**config.mk**
```make
export PLATFORM = sky130hd
export DESIGN_NAME = corereset_seq_pf_flat
export DESIGN_NICKNAME = d
export VERILOG_FILES = /design/src/rtl/corereset_seq_pkg.sv /design/src/rtl/corereset_seq_pf_if.sv /design/src/rtl/corereset_sync.sv /design/src/rtl/corereset_seq_pf.sv /design/src/flat_wrapper.sv
export SDC_FILE = /design/constraint.sdc
export NUM_CORES = 1
export LEC_CHECK = 0
export ABC_CLOCK_PERIOD_IN_PS = 1100
export BUFFER_PORTS_ARGS = -buffer_cell sky130_fd_sc_hd__buf_2
export CAP_MARGIN = 25
export CORE_ASPECT_RATIO = 0.7
export CORE_MARGIN = 2
export CORE_UTILIZATION = 45
export DETAILED_ROUTE_END_ITERATION = 16
export GPL_TIMING_DRIVEN = 0
export MAX_ROUTING_LAYER = met4
export PLACE_DENSITY = 0.67
export SLEW_MARGIN = 20
export SYNTH_ARGS = -nofsm -noshare
export SYNTH_HDL_FRONTEND = slang
export SYNTH_SLANG_ARGS = --single-unit
```
**constraint.sdc**
```tcl
create_clock -name clk -period 1.1 [get_ports clk]
set_clock_uncertainty 0.1 [all_clocks]
set_input_delay 0.22 -clock clk [delete_from_list [all_inputs] [get_ports clk]]
set_output_delay 0.22 -clock clk [all_outputs]
set_load 0.02 [all_outputs]
```
**src/rtl/corereset_seq_pkg.sv**
```systemverilog
// Package: corereset_seq_pkg
// Shared definitions for the multi-domain reset sequencer:
//   - sequencer FSM state encoding
//   - bit positions inside the sticky reset-cause register
//   - bit positions of the synchronised qualifier vector (all "1 = ok" polarity)
//   - small helper to size the shared FILTER/RELEASE counter
package corereset_seq_pkg;

    typedef enum logic [2:0] {
        ST_RESET,
        ST_WAIT_QUAL,
        ST_FILTER,
        ST_RELEASE,
        ST_RUN
    } state_t;

    localparam int CAUSE_W    = 6;
    localparam int CAUSE_EXT  = 0;  // external reset pin
    localparam int CAUSE_POR  = 1;  // power-on reset or bank supply loss
    localparam int CAUSE_PLL  = 2;  // PLL lock lost
    localparam int CAUSE_INIT = 3;  // device init not done
    localparam int CAUSE_SSFF = 4;  // system services busy / flash-freeze restore
    localparam int CAUSE_SOFT = 5;  // per-channel soft reset

    localparam logic [CAUSE_W-1:0] CAUSE_RESET_VAL = 6'b000001;

    // Qualifier vector layout; every entry is converted to "1 = ok" before sync.
    localparam int NUM_QUAL = 7;
    localparam int Q_PLL    = 0;
    localparam int Q_INIT   = 1;
    localparam int Q_SS     = 2;
    localparam int Q_FF     = 3;
    localparam int Q_BX     = 4;
    localparam int Q_BY     = 5;
    localparam int Q_POR    = 6;

    function automatic int max_int(input int a, input int b);
        return (a > b) ? a : b;
    endfunction

endpackage

```
**src/rtl/corereset_seq_pf_if.sv**
```systemverilog
// Interface: corereset_seq_pf_if
// Bundles the status qualifiers, soft-reset/cause-clear controls and the
// sequenced outputs of corereset_seq_pf.
//   slave  modport: used by the sequencer (qualifiers/controls in, resets out)
//   master modport: used by the environment driving the qualifiers
// Signals:
//   pll_lock, init_done, ss_busy, ff_us_restore,
//   bank_x_vddi_status, bank_y_vddi_status, fpga_por_n : async status inputs
//   soft_rst_req[N_OUT] : one-cycle synchronous soft-reset request per channel
//   cause_clr           : synchronous clear of rst_cause
//   fabric_reset_n[N_OUT], ready, rst_cause[6], pll_powerdown_b : outputs
interface corereset_seq_pf_if
    import corereset_seq_pkg::*;
#(
    parameter int N_OUT = 4
);
    logic                 pll_lock;
    logic                 init_done;
    logic                 ss_busy;
    logic                 ff_us_restore;
    logic                 bank_x_vddi_status;
    logic                 bank_y_vddi_status;
    logic                 fpga_por_n;
    logic [N_OUT-1:0]     soft_rst_req;
    logic                 cause_clr;
    logic [N_OUT-1:0]     fabric_reset_n;
    logic                 pll_powerdown_b;
    logic                 ready;
    logic [CAUSE_W-1:0]   rst_cause;

    modport slave (
        input  pll_lock, init_done, ss_busy, ff_us_restore,
               bank_x_vddi_status, bank_y_vddi_status, fpga_por_n,
               soft_rst_req, cause_clr,
        output fabric_reset_n, pll_powerdown_b, ready, rst_cause
    );

    modport master (
        output pll_lock, init_done, ss_busy, ff_us_restore,
               bank_x_vddi_status, bank_y_vddi_status, fpga_por_n,
               soft_rst_req, cause_clr,
        input  fabric_reset_n, pll_powerdown_b, ready, rst_cause
    );

endinterface

```
**src/rtl/corereset_sync.sv**
```systemverilog
// Module: corereset_sync
// STAGES-flop synchroniser with asynchronous active-low clear.
// Used as the reset bridge (d tied high: async assert, sync deassert) and as
// the synchroniser for each status qualifier (cleared to "not ok").
// Ports:
//   clk   in  clock
//   rst_n in  async active-low clear of all stages
//   d     in  asynchronous input
//   q     out synchronised output (last stage)
module corereset_sync #(
    parameter int STAGES = 2
) (
    input  logic clk,
    input  logic rst_n,
    input  logic d,
    output logic q
);

    logic [STAGES-1:0] sync_reg;

    always_ff @(posedge clk or negedge rst_n) begin
        if (!rst_n) begin
            sync_reg <= '0;
        end else begin
            sync_reg <= {sync_reg[STAGES-2:0], d};
        end
    end

    assign q = sync_reg[STAGES-1];

endmodule

```
**src/rtl/corereset_seq_pf.sv**
```systemverilog
// Module: corereset_seq_pf
// Multi-domain reset sequencer. Qualifies the external reset, PLL lock, init,
// system-services/flash-freeze status and bank supplies, then releases N_OUT
// active-low fabric resets in index order with STAGE_DLY cycles of spacing.
// Provides per-channel soft reset and a sticky reset-cause register.
// Ports:
//   clk        in  single clock
//   ext_rst_n  in  async active-low reset (async assert, sync deassert via bridge)
//   bus        slave modport of corereset_seq_pf_if (qualifiers, soft reset,
//              cause clear, fabric_reset_n, ready, rst_cause, pll_powerdown_b)
module corereset_seq_pf
    import corereset_seq_pkg::*;
#(
    parameter int N_OUT       = 4,
    parameter int SYNC_STAGES = 2,
    parameter int FILT_CYCLES = 16,
    parameter int STAGE_DLY   = 8,
    parameter int SOFT_CYCLES = 32
) (
    input  logic                 clk,
    input  logic                 ext_rst_n,
    corereset_seq_pf_if.slave    bus
);

    localparam int CNT_W  = $clog2(max_int(FILT_CYCLES, STAGE_DLY)) + 1;
    localparam int SOFT_W = $clog2(SOFT_CYCLES) + 1;
    localparam int SEL_W  = (N_OUT > 1) ? $clog2(N_OUT) : 1;

    // ---------------------------------------------------------------
    // Reset bridge and qualifier synchronisers. The qualifier syncs are
    // cleared by the raw pin, not the bridge, so they are already settled
    // by the time the bridge lets the FSM run.
    // ---------------------------------------------------------------
    logic                rst_n_int;
    logic [NUM_QUAL-1:0] qual_raw;
    logic [NUM_QUAL-1:0] qual_sync;
    logic                qual_ok;

    corereset_sync #(.STAGES(SYNC_STAGES)) u_bridge (
        .clk   (clk),
        .rst_n (ext_rst_n),
        .d     (1'b1),
        .q     (rst_n_int)
    );

    always_comb begin
        qual_raw         = '0;
        qual_raw[Q_PLL]  = bus.pll_lock;
        qual_raw[Q_INIT] = bus.init_done;
        qual_raw[Q_SS]   = ~bus.ss_busy;
        qual_raw[Q_FF]   = ~bus.ff_us_restore;
        qual_raw[Q_BX]   = bus.bank_x_vddi_status;
        qual_raw[Q_BY]   = bus.bank_y_vddi_status;
        qual_raw[Q_POR]  = bus.fpga_por_n;
    end

    generate
        for (genvar gi = 0; gi < NUM_QUAL; gi++) begin : g_qual_sync
            corereset_sync #(.STAGES(SYNC_STAGES)) u_qsync (
                .clk   (clk),
                .rst_n (ext_rst_n),
                .d     (qual_raw[gi]),
                .q     (qual_sync[gi])
            );
        end
    endgenerate

    assign qual_ok = &qual_sync;

    // Cause bits to record when a qualifier drop forces a resequence.
    logic [CAUSE_W-1:0] loss_cause;

    always_comb begin
        loss_cause             = '0;
        loss_cause[CAUSE_POR]  = ~(qual_sync[Q_POR] & qual_sync[Q_BX] & qual_sync[Q_BY]);
        loss_cause[CAUSE_PLL]  = ~qual_sync[Q_PLL];
        loss_cause[CAUSE_INIT] = ~qual_sync[Q_INIT];
        loss_cause[CAUSE_SSFF] = ~(qual_sync[Q_SS] & qual_sync[Q_FF]);
    end

    // ---------------------------------------------------------------
    // Soft-reset request arbitration: lowest set index wins.
    // ---------------------------------------------------------------
    logic             soft_hit;
    logic [SEL_W-1:0] soft_pick;

    always_comb begin
        soft_hit  = 1'b0;
        soft_pick = '0;
        for (int i = N_OUT - 1; i >= 0; i--) begin
            if (bus.soft_rst_req[i]) begin
                soft_hit  = 1'b1;
                soft_pick = SEL_W'(i);
            end
        end
    end

    // ---------------------------------------------------------------
    // Sequencer state
    // ---------------------------------------------------------------
    state_t             state_reg,       state_next;
    logic [CNT_W-1:0]   cnt_reg,         cnt_next;
    logic [SEL_W-1:0]   rel_idx_reg,     rel_idx_next;
    logic [SEL_W-1:0]   rel_idx_inc;
    logic [N_OUT-1:0]   fabric_reg,      fabric_next;
    logic               ready_reg,       ready_next;
    logic [CAUSE_W-1:0] cause_reg,       cause_next;
    logic               soft_active_reg, soft_active_next;
    logic [SEL_W-1:0]   soft_idx_reg,    soft_idx_next;
    logic [SOFT_W-1:0]  soft_cnt_reg,    soft_cnt_next;

    assign rel_idx_inc = rel_idx_reg + SEL_W'(1);

    always_ff @(posedge clk or negedge rst_n_int) begin
        if (!rst_n_int) begin
            state_reg       <= ST_RESET;
            cnt_reg         <= '0;
            rel_idx_reg     <= '0;
            fabric_reg      <= '0;
            ready_reg       <= 1'b0;
            cause_reg       <= CAUSE_RESET_VAL;
            soft_active_reg <= 1'b0;
            soft_idx_reg    <= '0;
            soft_cnt_reg    <= '0;
        end else begin
            state_reg       <= state_next;
            cnt_reg         <= cnt_next;
            rel_idx_reg     <= rel_idx_next;
            fabric_reg      <= fabric_next;
            ready_reg       <= ready_next;
            cause_reg       <= cause_next;
            soft_active_reg <= soft_active_next;
            soft_idx_reg    <= soft_idx_next;
            soft_cnt_reg    <= soft_cnt_next;
        end
    end

    always_comb begin
        state_next       = state_reg;
        cnt_next         = cnt_reg;
        rel_idx_next     = rel_idx_reg;
        fabric_next      = fabric_reg;
        ready_next       = ready_reg;
        soft_active_next = soft_active_reg;
        soft_idx_next    = soft_idx_reg;
        soft_cnt_next    = soft_cnt_reg;
        // Clear first so that any cause set below in the same cycle survives.
        cause_next       = bus.cause_clr ? '0 : cause_reg;

        case (state_reg)
            ST_RESET: begin
                state_next = ST_WAIT_QUAL;
            end

            ST_WAIT_QUAL: begin
                if (qual_ok) begin
                    state_next = ST_FILTER;
                    cnt_next   = '0;
                end
            end

            ST_FILTER: begin
                // Nothing has been released yet, so a drop here just restarts
                // the filter without recording a cause.
                if (!qual_ok) begin
                    state_next = ST_WAIT_QUAL;
                    cnt_next   = '0;
                end else if (cnt_reg == CNT_W'(FILT_CYCLES - 1)) begin
                    cnt_next       = '0;
                    rel_idx_next   = '0;
                    fabric_next[0] = 1'b1;
                    if (N_OUT == 1) begin
                        state_next = ST_RUN;
                        ready_next = 1'b1;
                    end else begin
                        state_next = ST_RELEASE;
                    end
                end else begin
                    cnt_next = cnt_reg + CNT_W'(1);
                end
            end

            ST_RELEASE, ST_RUN: begin
                if (!qual_ok) begin
                    state_next       = ST_WAIT_QUAL;
                    cnt_next         = '0;
                    fabric_next      = '0;
                    ready_next       = 1'b0;
                    soft_active_next = 1'b0;
                    cause_next       = cause_next | loss_cause;
                end else if (state_reg == ST_RELEASE) begin
                    if (cnt_reg == CNT_W'(STAGE_DLY - 1)) begin
                        cnt_next                 = '0;
                        rel_idx_next             = rel_idx_inc;
                        fabric_next[rel_idx_inc] = 1'b1;
                        if (rel_idx_reg == SEL_W'(N_OUT - 2)) begin
                            state_next = ST_RUN;
                            ready_next = 1'b1;
                        end
                    end else begin
                        cnt_next = cnt_reg + CNT_W'(1);
                    end
                end else if (soft_active_reg) begin
                    // Requests arriving while a soft reset runs are dropped.
                    if (soft_cnt_reg == SOFT_W'(SOFT_CYCLES - 1)) begin
                        fabric_next[soft_idx_reg] = 1'b1;
                        ready_next                = 1'b1;
                        soft_active_next          = 1'b0;
                    end else begin
                        soft_cnt_next = soft_cnt_reg + SOFT_W'(1);
                    end
                end else if (soft_hit) begin
                    soft_active_next       = 1'b1;
                    soft_idx_next          = soft_pick;
                    soft_cnt_next          = '0;
                    fabric_next[soft_pick] = 1'b0;
                    ready_next             = 1'b0;
                    cause_next[CAUSE_SOFT] = 1'b1;
                end
            end

            default: begin
                state_next = ST_RESET;
            end
        endcase
    end

    assign bus.fabric_reset_n  = fabric_reg;
    assign bus.ready           = ready_reg;
    assign bus.rst_cause       = cause_reg;
    assign bus.pll_powerdown_b = bus.fpga_por_n & bus.bank_x_vddi_status & bus.bank_y_vddi_status;

endmodule
```
**src/flat_wrapper.sv**
```systemverilog
// flat-port wrapper written by rule: the top's interface ports become plain ports
module corereset_seq_pf_flat import corereset_seq_pkg::*;
#(
    parameter int N_OUT       = 4,
    parameter int SYNC_STAGES = 2,
    parameter int FILT_CYCLES = 16,
    parameter int STAGE_DLY   = 8,
    parameter int SOFT_CYCLES = 32
)
  (clk, ext_rst_n, bus_pll_lock, bus_init_done, bus_ss_busy, bus_ff_us_restore, bus_bank_x_vddi_status, bus_bank_y_vddi_status, bus_fpga_por_n, bus_soft_rst_req, bus_cause_clr, bus_fabric_reset_n, bus_pll_powerdown_b, bus_ready, bus_rst_cause);
  corereset_seq_pf_if #(.N_OUT(N_OUT)) bus_i ();
  input  logic clk;
  input  logic ext_rst_n;
  input wire logic [$bits(bus_i.pll_lock)-1:0] bus_pll_lock;
  input wire logic [$bits(bus_i.init_done)-1:0] bus_init_done;
  input wire logic [$bits(bus_i.ss_busy)-1:0] bus_ss_busy;
  input wire logic [$bits(bus_i.ff_us_restore)-1:0] bus_ff_us_restore;
  input wire logic [$bits(bus_i.bank_x_vddi_status)-1:0] bus_bank_x_vddi_status;
  input wire logic [$bits(bus_i.bank_y_vddi_status)-1:0] bus_bank_y_vddi_status;
  input wire logic [$bits(bus_i.fpga_por_n)-1:0] bus_fpga_por_n;
  input wire logic [$bits(bus_i.soft_rst_req)-1:0] bus_soft_rst_req;
  input wire logic [$bits(bus_i.cause_clr)-1:0] bus_cause_clr;
  output wire logic [$bits(bus_i.fabric_reset_n)-1:0] bus_fabric_reset_n;
  output wire logic [$bits(bus_i.pll_powerdown_b)-1:0] bus_pll_powerdown_b;
  output wire logic [$bits(bus_i.ready)-1:0] bus_ready;
  output wire logic [$bits(bus_i.rst_cause)-1:0] bus_rst_cause;
  assign bus_i.pll_lock = bus_pll_lock;
  assign bus_i.init_done = bus_init_done;
  assign bus_i.ss_busy = bus_ss_busy;
  assign bus_i.ff_us_restore = bus_ff_us_restore;
  assign bus_i.bank_x_vddi_status = bus_bank_x_vddi_status;
  assign bus_i.bank_y_vddi_status = bus_bank_y_vddi_status;
  assign bus_i.fpga_por_n = bus_fpga_por_n;
  assign bus_i.soft_rst_req = bus_soft_rst_req;
  assign bus_i.cause_clr = bus_cause_clr;
  assign bus_fabric_reset_n = bus_i.fabric_reset_n;
  assign bus_pll_powerdown_b = bus_i.pll_powerdown_b;
  assign bus_ready = bus_i.ready;
  assign bus_rst_cause = bus_i.rst_cause;
  corereset_seq_pf #(.N_OUT(N_OUT), .SYNC_STAGES(SYNC_STAGES), .FILT_CYCLES(FILT_CYCLES), .STAGE_DLY(STAGE_DLY), .SOFT_CYCLES(SOFT_CYCLES)) u_core (.clk(clk), .ext_rst_n(ext_rst_n), .bus(bus_i));
endmodule
```
==> results.cfg, run 1 <==
[status]
status = finished with violations
violations = negative setup slack

[min_path]
worstHoldStart = bus_soft_rst_req[1]
hold_class = in -> reg

[synthesis]
synth_seq_cells = 46
ys.flop_type = dfrtp_1
ys_types = 51
synth-edff-count = 0
synth_seq_area_share_pct = 51.3
syn_area_mm2 = 0.00225
mappedNetlistNets = 246
ys_async_sr_fraction_pct = 100
synth_top_area_share_pct = 50.1
synthCells = 224
yosysTopAreaCell = dfrtp_1
ys_top_cells_by_area = dfrtp_1, ha_1, o21ai_0
avgSynthCellArea_um2 = 10.0
yosys_warnings = 0

[grt]
use_met2_pct = 32.0
grt_usage_pct = 22.3
antenna_found_initial = 0
grt_pass1_wl_um = 9390
grt_max_degree = 31
grt_pass1_vias = 1978
grtUsageMet3_pct = 4.59
top_usage_layer = met1
grt.overflow.total = 0
met1_usage_pct = 32.8

[layout]
nets = 338
fillers = 338
num_antenna_cells = 0
area_delta_synth_final_pct = 54.3
drive_gt1_share_pct = 42.9
multiInputGateArea_mm2 = 0.00127
regArea_mm2 = 0.00115
largest_register_ffs = 14

[power]
internal_power_mw = 3.00
total_power_mw = 4.44
p_sw_mw = 1.44
ir_worst_vdd_uv = 822
swShare_pct = 32.4
pwr-share-comb_pct = 30.6
p_clk_share_pct = 25.1
power.leakage_nw = 1.56
powerDensity_mw_per_mm2 = 1280
seqPwrFrac_pct = 44.3

[setup_path]
critPathSlowestCell = dfrtp_1
path_class = reg -> reg
crit_chain = or3b_1, buf_6, buf_6, nand2_4, a31oi_1, a211oi_2, mux2_4
crit_buf_inv = 2
critPathMaxStageDelay_ps = 410
cpMostUsedCell = buf_6
crit_fanout = 4
cp.arrival_ps = 2110
required_ps = 1210
worstSetupEndpointType = register
startpoint = u_core.state_reg[1]
startpoint_type = register
regToRegStartpoint = u_core.state_reg[1]
crit_family = simple AND/OR/NAND/NOR gates

[clock_tree]
cts_sinks = 46
clk_pin_slew_ps = 100
clk_path_buf_depth = 2
h-tree-depth = 2
cts_inserted_buffers = 5
cts_root_buf = clkbuf_8
worstSkewPairLatency_ps = 310
cts_tree = built

[drt]
drt_iter0_drc = 107
route.vias.total = 2064
wl_per_cell_um = 15.5
ant_nets = 0
detail_route.vias_per_cell = 5.35
first_pass_iters = 5
totalWireLength_um = 5980
drc = 0

[floorplan]
initial_utilization_pct = 47.0
rows = 21
io_pins = 26
die_area_mm2 = 0.00558
die_height_um = 63.1
core_region_area_mm2 = 0.00478
fp.dieW_um = 88.4

[sta]
setup_slack_ps = -904
hold_violations = 0
max_freq_ghz = 0.499
post-route-period-util_pct = 182
tightest_slew_ps = 672
finalSetupTns_ps = -23160
rsz0062_at_grt = true
setup_viol = 40
slew_headroom_pct = 55.2
min_period_ps = 2000
final_max_slew_viol_count = 0

[place]
numPortBuffers = 25
post-dp-hpwl_um = 3370
gp_congestion = 0.831

[job]
cap_violations = 0
what timing repair did:
action | in CTS | in global routing
hold buffers | 9 | 0
setup buffers | 38 | 17
endpoints found under the hold margin | 24 | 0
endpoints found under the setup margin | 40 | 40
pin swaps | 24 | 14
gates resized for setup | 65 | 33
power by group through the flow:
stage	Combinational, mW	Sequential, mW	Clock [mW]
after floorplan	0.515	2.01	0
after global placement	0.777	1.98	0
after detailed placement	0.782	1.98	0
after CTS	1.08	1.96	1.10
after global routing	1.44	1.99	1.20
final	1.36	1.97	1.12
routing by layer:
metal / part of all wire, % / up-vias
met5: 0 / -
met2: 48 / 50
met4: 0.87 / 0
met3: 4.4 / 7
li1: - / 1000
met1: 47 / 1007
worst paths after layout:
kind,slack (ps),depth (start not counted),to
worst min register to register,220,0,u_core.bus.fabric_reset_n[0]
min in group asynchronous,220,0,u_core.bus.fabric_reset_n[0]
worst min-delay path,100,3,u_core.soft_idx_reg[1]
worst max register to register,-900,7,u_core.bus.fabric_reset_n[0]
worst max-delay path,-900,7,u_core.bus.fabric_reset_n[0]
max in group asynchronous,220,0,u_core.bus.fabric_reset_n[0]
cell type report:
cell class	instances	area share, %
Clock inverter	3	0.722
Clock buffer	5	1.99
Tap cell	69	2.49
Inverter	12	1.37
Buffer	7	2.56
Sequential cell	46	33.3
Multi-Input combinational cell	159	36.7
Timing Repair Buffer	85	20.9
Yosys cell counts, types with 3 or more instances:
| cell | instances |
|---|---|
| nor2b_1 | 4 |
| nor3_1 | 6 |
| nand2b_1 | 3 |
| o21ai_0 | 15 |
| dfrtp_1 | 45 |
| a211oi_1 | 3 |
| nand4_1 | 5 |
| a22o_1 | 5 |
| nand2_1 | 17 |
| nand3_1 | 12 |
| and3_1 | 3 |
| inv_1 | 12 |
| a31oi_1 | 5 |
| nor2_1 | 16 |
| ha_1 | 8 |
| a21o_1 | 4 |
| a21oi_1 | 12 |
| clkbuf_1 | 6 |
worst reg2reg max path, stage by stage (launching register included):
cell and delay (ps):
dfrtp_1 410, or3b_1 410, buf_6 150, buf_6 130
nand2_4 70, a31oi_1 50, a211oi_2 250, mux2_4 320
per-stage QoR:
step / worst slack, ps / utilization, % / instances / hold slack (ps) / area (um2)
finish: -904 / 72.5 / 386 / 105 / 3470
global route: -953 / 72.5 / 386 / 121 / 3470
CTS: -917 / 67.9 / 372 / 105 / 3250
detailed placement: -1190 / 53.3 / 318 / 38.3 / 2550
global placement: -1170 / 53.3 / 318 / 33.8 / 2550
floorplan: -820 / - / 224 / -176 / 2340
kinds of logic after synthesis:
logic type	synth area share (%)
simple gates	20.2
mux	1.45
other cells	0.167
compound gates	18.4
buf+inv	3.23
xor+xnor	0.780
flops	51.3
fa+ha+maj	4.46
cell usage in the layout, fill, tap and decap left out, types with 3 or more instances in the layout:
| master | instances |
|---|---|
| nand3_1 | 10 |
| clkbuf_8 | 6 |
| inv_1 | 11 |
| and3_1 | 3 |
| a21oi_1 | 5 |
| nand2b_1 | 3 |
| ha_1 | 6 |
| dfrtp_1 | 43 |
| buf_6 | 27 |
| nor2_1 | 14 |
| nand2_2 | 3 |
| nand2_1 | 13 |
| a31oi_1 | 4 |
| o21ai_0 | 9 |
| o21ai_1 | 5 |
| nor3_1 | 3 |
| a22o_1 | 5 |
| dlygate4sd3_1 | 9 |
| nand4_1 | 5 |
| buf_4 | 37 |
| a21o_1 | 4 |
| buf_2 | 14 |
| a21oi_2 | 5 |
No activity file was read; power rests on OpenSTA's default activity.
==> inputs of run 2 (changes only) <==
Settings changed: ABC_AREA set to 1, CTS_BUF_LIST set to sky130_fd_sc_hd__clkbuf_8, PLACE_DENSITY 0.67 to 0.74.
==> run 2 against run 1 <==
  * The run still ends with negative setup slack left
  * Largest power group is now combinational cells
  * Register-to-register slack improved by 290 ps
  * Highest routed layer unchanged
  * Critical path depth increased by 4
  * Non-clock buffer count decreased by 19
==> results.cfg, run 2 <==
[status]
status = finished with violations
violations = negative setup slack

[synthesis]
ys.flop_type = dfrtp_1
avgSynthCellArea_um2 = 8.18
mappedNetlistNets = 312
ys_top_cells_by_area = dfrtp_1, nand2_1, nand3_1
yosys_warnings = 0
ys_types = 30
synth_seq_area_share_pct = 48.6
syn_area_mm2 = 0.00237
synthCells = 290
synth_seq_cells = 46
yosysTopAreaCell = dfrtp_1
synth-edff-count = 0
synthTopCellsByCount = nand2_1, dfrtp_1, inv_1
ys_async_sr_fraction_pct = 100
synth.most_common_cell = nand2_1
synth_top_area_share_pct = 47.4

[grt]
top_usage_layer = met2
grt_pass1_vias = 2111
grtUsageMet3_pct = 4.07
grt_usage_pct = 21.0
grt_pass1_wl_um = 9490
grt.overflow.total = 0
antenna_found_initial = 0
use_met2_pct = 34.3
grt_max_degree = 31
met1_usage_pct = 27.3

[layout]
area_delta_synth_final_pct = 43.3
instances_no_fill = 441
fin_util_pct = 65.7
num_antenna_cells = 0
final_common_cell = nand2_1
largest_register_ffs = 14
final_cell_mix = nand2_1, dfrtp_1, buf_4
fin_area_mm2 = 0.00340
fillers = 421
nets = 390
drive_gt1_share_pct = 37.7

[floorplan]
fp.dieW_um = 90.8
die_height_um = 64.8
rows = 22
die_area_mm2 = 0.00588
core_region_area_mm2 = 0.00517
io_pins = 26
initial_utilization_pct = 45.9

[power]
p_clk_share_pct = 20.3
pwr-share-comb_pct = 40.0
p_sw_mw = 2.04
swShare_pct = 38.4
total_power_mw = 5.31
power.leakage_nw = 1.64
internal_power_mw = 3.27
ir_worst_vdd_uv = 793
powerDensity_mw_per_mm2 = 1560
seqPwrFrac_pct = 39.7

[clock_tree]
cts_root_buf = clkbuf_8
clk_pin_slew_ps = 100
cts_tree = built
cts_inserted_buffers = 5
cts_sinks = 46
clk_path_buf_depth = 2
worstSkewPairLatency_ps = 300
h-tree-depth = 2

[sta]
slew_headroom_pct = 55.0
max_freq_ghz = 0.583
tightest_slew_ps = 675
final_max_slew_viol_count = 0
min_period_ps = 1710
rsz0062_at_grt = true
finalSetupTns_ps = -14370
hold_violations = 0
setup_slack_ps = -614
setup_viol = 40
post-route-period-util_pct = 156

[drt]
first_pass_iters = 4
drc = 0
wl_per_cell_um = 13.2
totalWireLength_um = 5810
drt_iter0_drc = 98
detail_route.vias_per_cell = 5.08
ant_nets = 0
route.vias.total = 2240

[min_path]
whs_path_depth = 4
hold_class = in -> reg

[setup_path]
required_ps = 1200
crit_chain = ha_2, nand2_2, nor2_4, ha_4, nand4_1, nand2_1, nand2_2, nor2_2, nand3_1, nand2_1, nand2_1
critPathMaxStageDelay_ps = 390
r2r_cells = 11
critPathSlowestCell = dfrtp_1
path_class = reg -> reg
crit_fanout = 3
startpoint_type = register
cp.arrival_ps = 1820
cpMostUsedCell = nand2_1
worstSetupEndpointType = register

[place]
post-dp-hpwl_um = 3450
placed_cells = 387
numPortBuffers = 25
gp_congestion = 0.826
post_dp_cell_area_mm2 = 0.00265

[job]
cap_violations = 0
run 2: changes by cell type in the layout (fill, tap and decap cells not counted), sizes merged, moves of 6 or more:
| cell | previous run | this run |
|---|---|---|
| o21ai | 16 | 22 |
| nand2 | 17 | 82 |
| inv | 13 | 38 |
| nor2 | 16 | 32 |
| buf | 79 | 64 |
| nand3 | 13 | 33 |
run 2: area by class of cell:
cell class                      count  area [um2]  share of cell area [%]
Buffer                              2        20.0                   0.588
Clock buffer                        5        68.8                    2.02
Clock inverter                      3        25.0                   0.736
Inverter                           37         149                    4.38
Multi-Input combinational cell    205        1310                    38.5
Sequential cell                    46        1160                    34.0
Tap cell                           72        90.1                    2.65
Timing Repair Buffer               71         582                    17.1
run 2: per-stage QoR:
step           hold WS, ps  setup WS [ps]
2_1_floorplan         -176           -460
4_1_cts                106           -538
6_report              99.7           -614
5_1_grt                104           -737
3_3_place_gp          35.1           -619
3_5_place_dp          35.8           -634
run 2: logic make-up (layout without fill, tap and decap cells):
family	Yosys count	after routing	synth area share, %
simple gates	160	160	31.9
other cells	1	1	0.158
buf+inv	39	118	6.54
fa+ha+maj	8	8	4.22
flops	46	46	48.6
compound gates	35	35	8.28
xor+xnor	1	1	0.369
run 2: power groups by stage:
stage          Combinational (mW)  Sequential (mW)  Clock, mW
2_1_floorplan               0.851             2.14          0
3_3_place_gp                 1.24             2.09          0
4_1_cts                      1.81             2.08       1.11
5_1_grt                      2.29             2.13       1.19
3_5_place_dp                 1.26             2.10          0
6_report                     2.13             2.11       1.08
run 2: layer usage:
metal / up-vias / routed length [um]
li1: 1095 / -
met1: 1068 / 2590
met2: 67 / 2870
met3: 10 / 271
met4: 0 / 77
met5: - / 0
run 2: path summary, 6_finish.rpt:
| check | start | endpoint | slack [ps] |
|---|---|---|---|
| hold / removal | bus_soft_rst_req[0] | u_core.soft_idx_reg[0] | 100 |
| max in group asynchronous | u_core.u_bridge.sync_reg[1] | u_core.state_reg[2] | 220 |
| setup / recovery | u_core.cnt_reg[0] | u_core.bus.fabric_reset_n[0] | -610 |
| setup reg to reg | u_core.cnt_reg[0] | u_core.bus.fabric_reset_n[0] | -610 |
| min in group asynchronous | u_core.u_bridge.sync_reg[1] | u_core.bus.rst_cause[1] | 210 |
| hold reg to reg | u_core.u_bridge.sync_reg[1] | u_core.bus.rst_cause[1] | 210 |
run 2: what timing repair did:
action                                  CTS  global route
endpoints found under the setup margin   40            40
setup buffers                            23            15
pin swaps                                17            15
hold buffers                              9             0
resized for setup                        62            23
hold endpoints to repair                 24             0
run 2: critical path: cells and delay by family (launching register included):
kind / cells / cell delay, ps
flops: 1 / 390
fa+ha+maj: 2 / 350
simple gates: 9 / 790
==> inputs of run 3 (changes only) <==
Settings changed: CTS_CLUSTER_DIAMETER set to 150, TNS_END_PERCENT set to 1.
==> run 3 against run 2 <==
  * The flow still finishes with violations (negative setup slack)
  * Final area fell by 11%
  * Sequential share of layout area rose by 4.3 points
  * Sequential power barely moved
  * Flip-flop and latch count did not move
  * Utilization fell by 7.4 points
  * Combinational power fell by 28%
  * Fmax rose by 7.7%
  * Non-clock buffer count fell by 27
  * Count of clock-buffer cells in the layout did not move
  * Power fell by 12%
  * Final cell count fell by 6.1%
  * Critical path type unchanged
  * Largest cell class unchanged
  * Highest routed layer unchanged
==> results.cfg, run 3 (synthesized netlist as in run 2, its figures left out) <==
[setup_path]
startpoint_type = register
cp.arrival_ps = 1700
r2r_cells = 11
worstReg2RegEnd = u_core.bus.fabric_reset_n[0]
regToRegStartpoint = u_core.cnt_reg[0]
worstSetupEndpointType = register
rrSetupSlack_ps = -490
crit_fanout = 2
path_class = reg -> reg
required_ps = 1210

[status]
status = finished with violations
violations = negative setup slack

[floorplan]
initial_utilization_pct = 45.9
fp.dieW_um = 90.8
die_height_um = 64.8
core_region_area_mm2 = 0.00517
io_pins = 26
die_area_mm2 = 0.00588
rows = 22

[grt]
antenna_found_initial = 0
grt.overflow.total = 0
grt_pass1_wl_um = 8670
grt_pass1_vias = 1994
grt_usage_pct = 19.1
grt_max_degree = 31

[clock_tree]
clk_pin_slew_ps = 90
h-tree-depth = 2
cts_sinks = 46
cts_root_buf = clkbuf_8
clk_path_buf_depth = 2
worstSkewPairLatency_ps = 310
cts_tree = built
cts_inserted_buffers = 5

[sta]
post-route-period-util_pct = 145
setup_slack_ps = -492
final_max_slew_viol_count = 0
tightest_slew_ps = 662
hold_violations = 0
min_period_ps = 1590
setup_viol = 40
max_freq_ghz = 0.628
slew_headroom_pct = 55.9
rsz0062_at_grt = true
fin_hold_ws_ps = 113

[min_path]
holdPathEnd = u_core.soft_idx_reg[0]
worstHoldStart = bus_soft_rst_req[0]
whs_path_depth = 4
hold_class = in -> reg

[layout]
regArea_mm2 = 0.00116
fin_util_pct = 58.3
largest_register_ffs = 14
fillers = 482
num_antenna_cells = 0
multiInputGateArea_mm2 = 0.00122
drive_gt1_share_pct = 28.7
instances_no_fill = 414
area_delta_synth_final_pct = 27.1
final_cell_mix = nand2_1, dfrtp_1, inv_1
nets = 363
final_common_cell = nand2_1

[drt]
wl_per_cell_um = 12.5
detail_route.vias_per_cell = 5.00
first_pass_iters = 4
ant_nets = 0
drc = 0
route.vias.total = 2071
totalWireLength_um = 5190
drt_iter0_drc = 86

[power]
p_clk_share_pct = 22.5
swShare_pct = 38.5
powerDensity_mw_per_mm2 = 1550
internal_power_mw = 2.88
p_sw_mw = 1.80
ir_worst_vdd_uv = 952
power.leakage_nw = 1.45
total_power_mw = 4.68
pwr-share-comb_pct = 33.0
seqPwrFrac_pct = 44.5

[job]
cap_violations = 0

[place]
post-dp-hpwl_um = 3480
numPortBuffers = 25
placed_cells = 387
gp_congestion = 0.853
## run 3: final cells by class
class | instances | share of cell area, %
sequential | 46 | 38.3
multi-input combinational | 205 | 40.3
clock inverter | 3 | 0.705
buffer | 2 | 0.539
clock buffer | 5 | 2.28
tap | 72 | 2.99
timing repair buffer | 44 | 10.2
inverter | 37 | 4.60
## run 3: through the flow
step / TNS, ps / instance area (um2) / worst slack [ps]
2_1_floorplan: -8880 / 2370 / -460
3_3_place_gp: -22730 / 2590 / -623
3_5_place_dp: -14030 / 2590 / -649
4_1_cts: -13280 / 2860 / -560
5_1_grt: -15260 / 3020 / -586
6_report: -11710 / 3020 / -492
## run 3: critical path, cell delays in order, from the launching register on
cell and delay, ps:
dfrtp_1 370, ha_2 190, nand2_2 70, nor2_4 110, ha_4 150, nand4_1 70, nand2_1 90, nand2_2 70
nor2_2 100, nand3_1 70, nand2_1 60, nand2_1 50
## run 3: worst max path at each step
stage | start | endpoint | depth (start not counted)
after floorplan | u_core.cnt_reg[0] | u_core.bus.fabric_reset_n[0] | 11
after global placement | u_core.cnt_reg[0] | u_core.bus.fabric_reset_n[0] | 11
after detailed placement | u_core.cnt_reg[0] | u_core.rel_idx_reg[1] | 11
after CTS | u_core.cnt_reg[0] | u_core.bus.fabric_reset_n[0] | 11
after global routing | u_core.state_reg[0] | u_core.bus.fabric_reset_n[3] | 8
final | u_core.cnt_reg[0] | u_core.bus.fabric_reset_n[0] | 11
## run 3: metal layers
layer / vias to the layer above / part of all wire [%] / GRT usage, %
met5: - / 0 / -
met2: 55 / 46 / 30.7
met1: 972 / 48 / 24.6
li1: 1039 / - / -
met4: 0 / 1.1 / 6.82
met3: 5 / 4.6 / 3.84
## run 3: timing repair
action                                  4_1_cts  5_1_grt
gates resized for setup                      20       30
pin swaps                                     9       12
cloned                                        0        0
endpoints found under the setup margin       40       40
setup buffers                                 4        6
endpoints found under the hold margin        24        0
hold buffers                                  9        0
## run 3: power groups by stage
stage	Sequential (mW)	Clock, mW	Combinational [mW]
finish	2.08	1.06	1.54
global route	2.11	1.17	1.72
CTS	2.06	1.09	1.33
detailed placement	2.09	0	1.25
global placement	2.08	0	1.22
floorplan	2.14	0	0.834
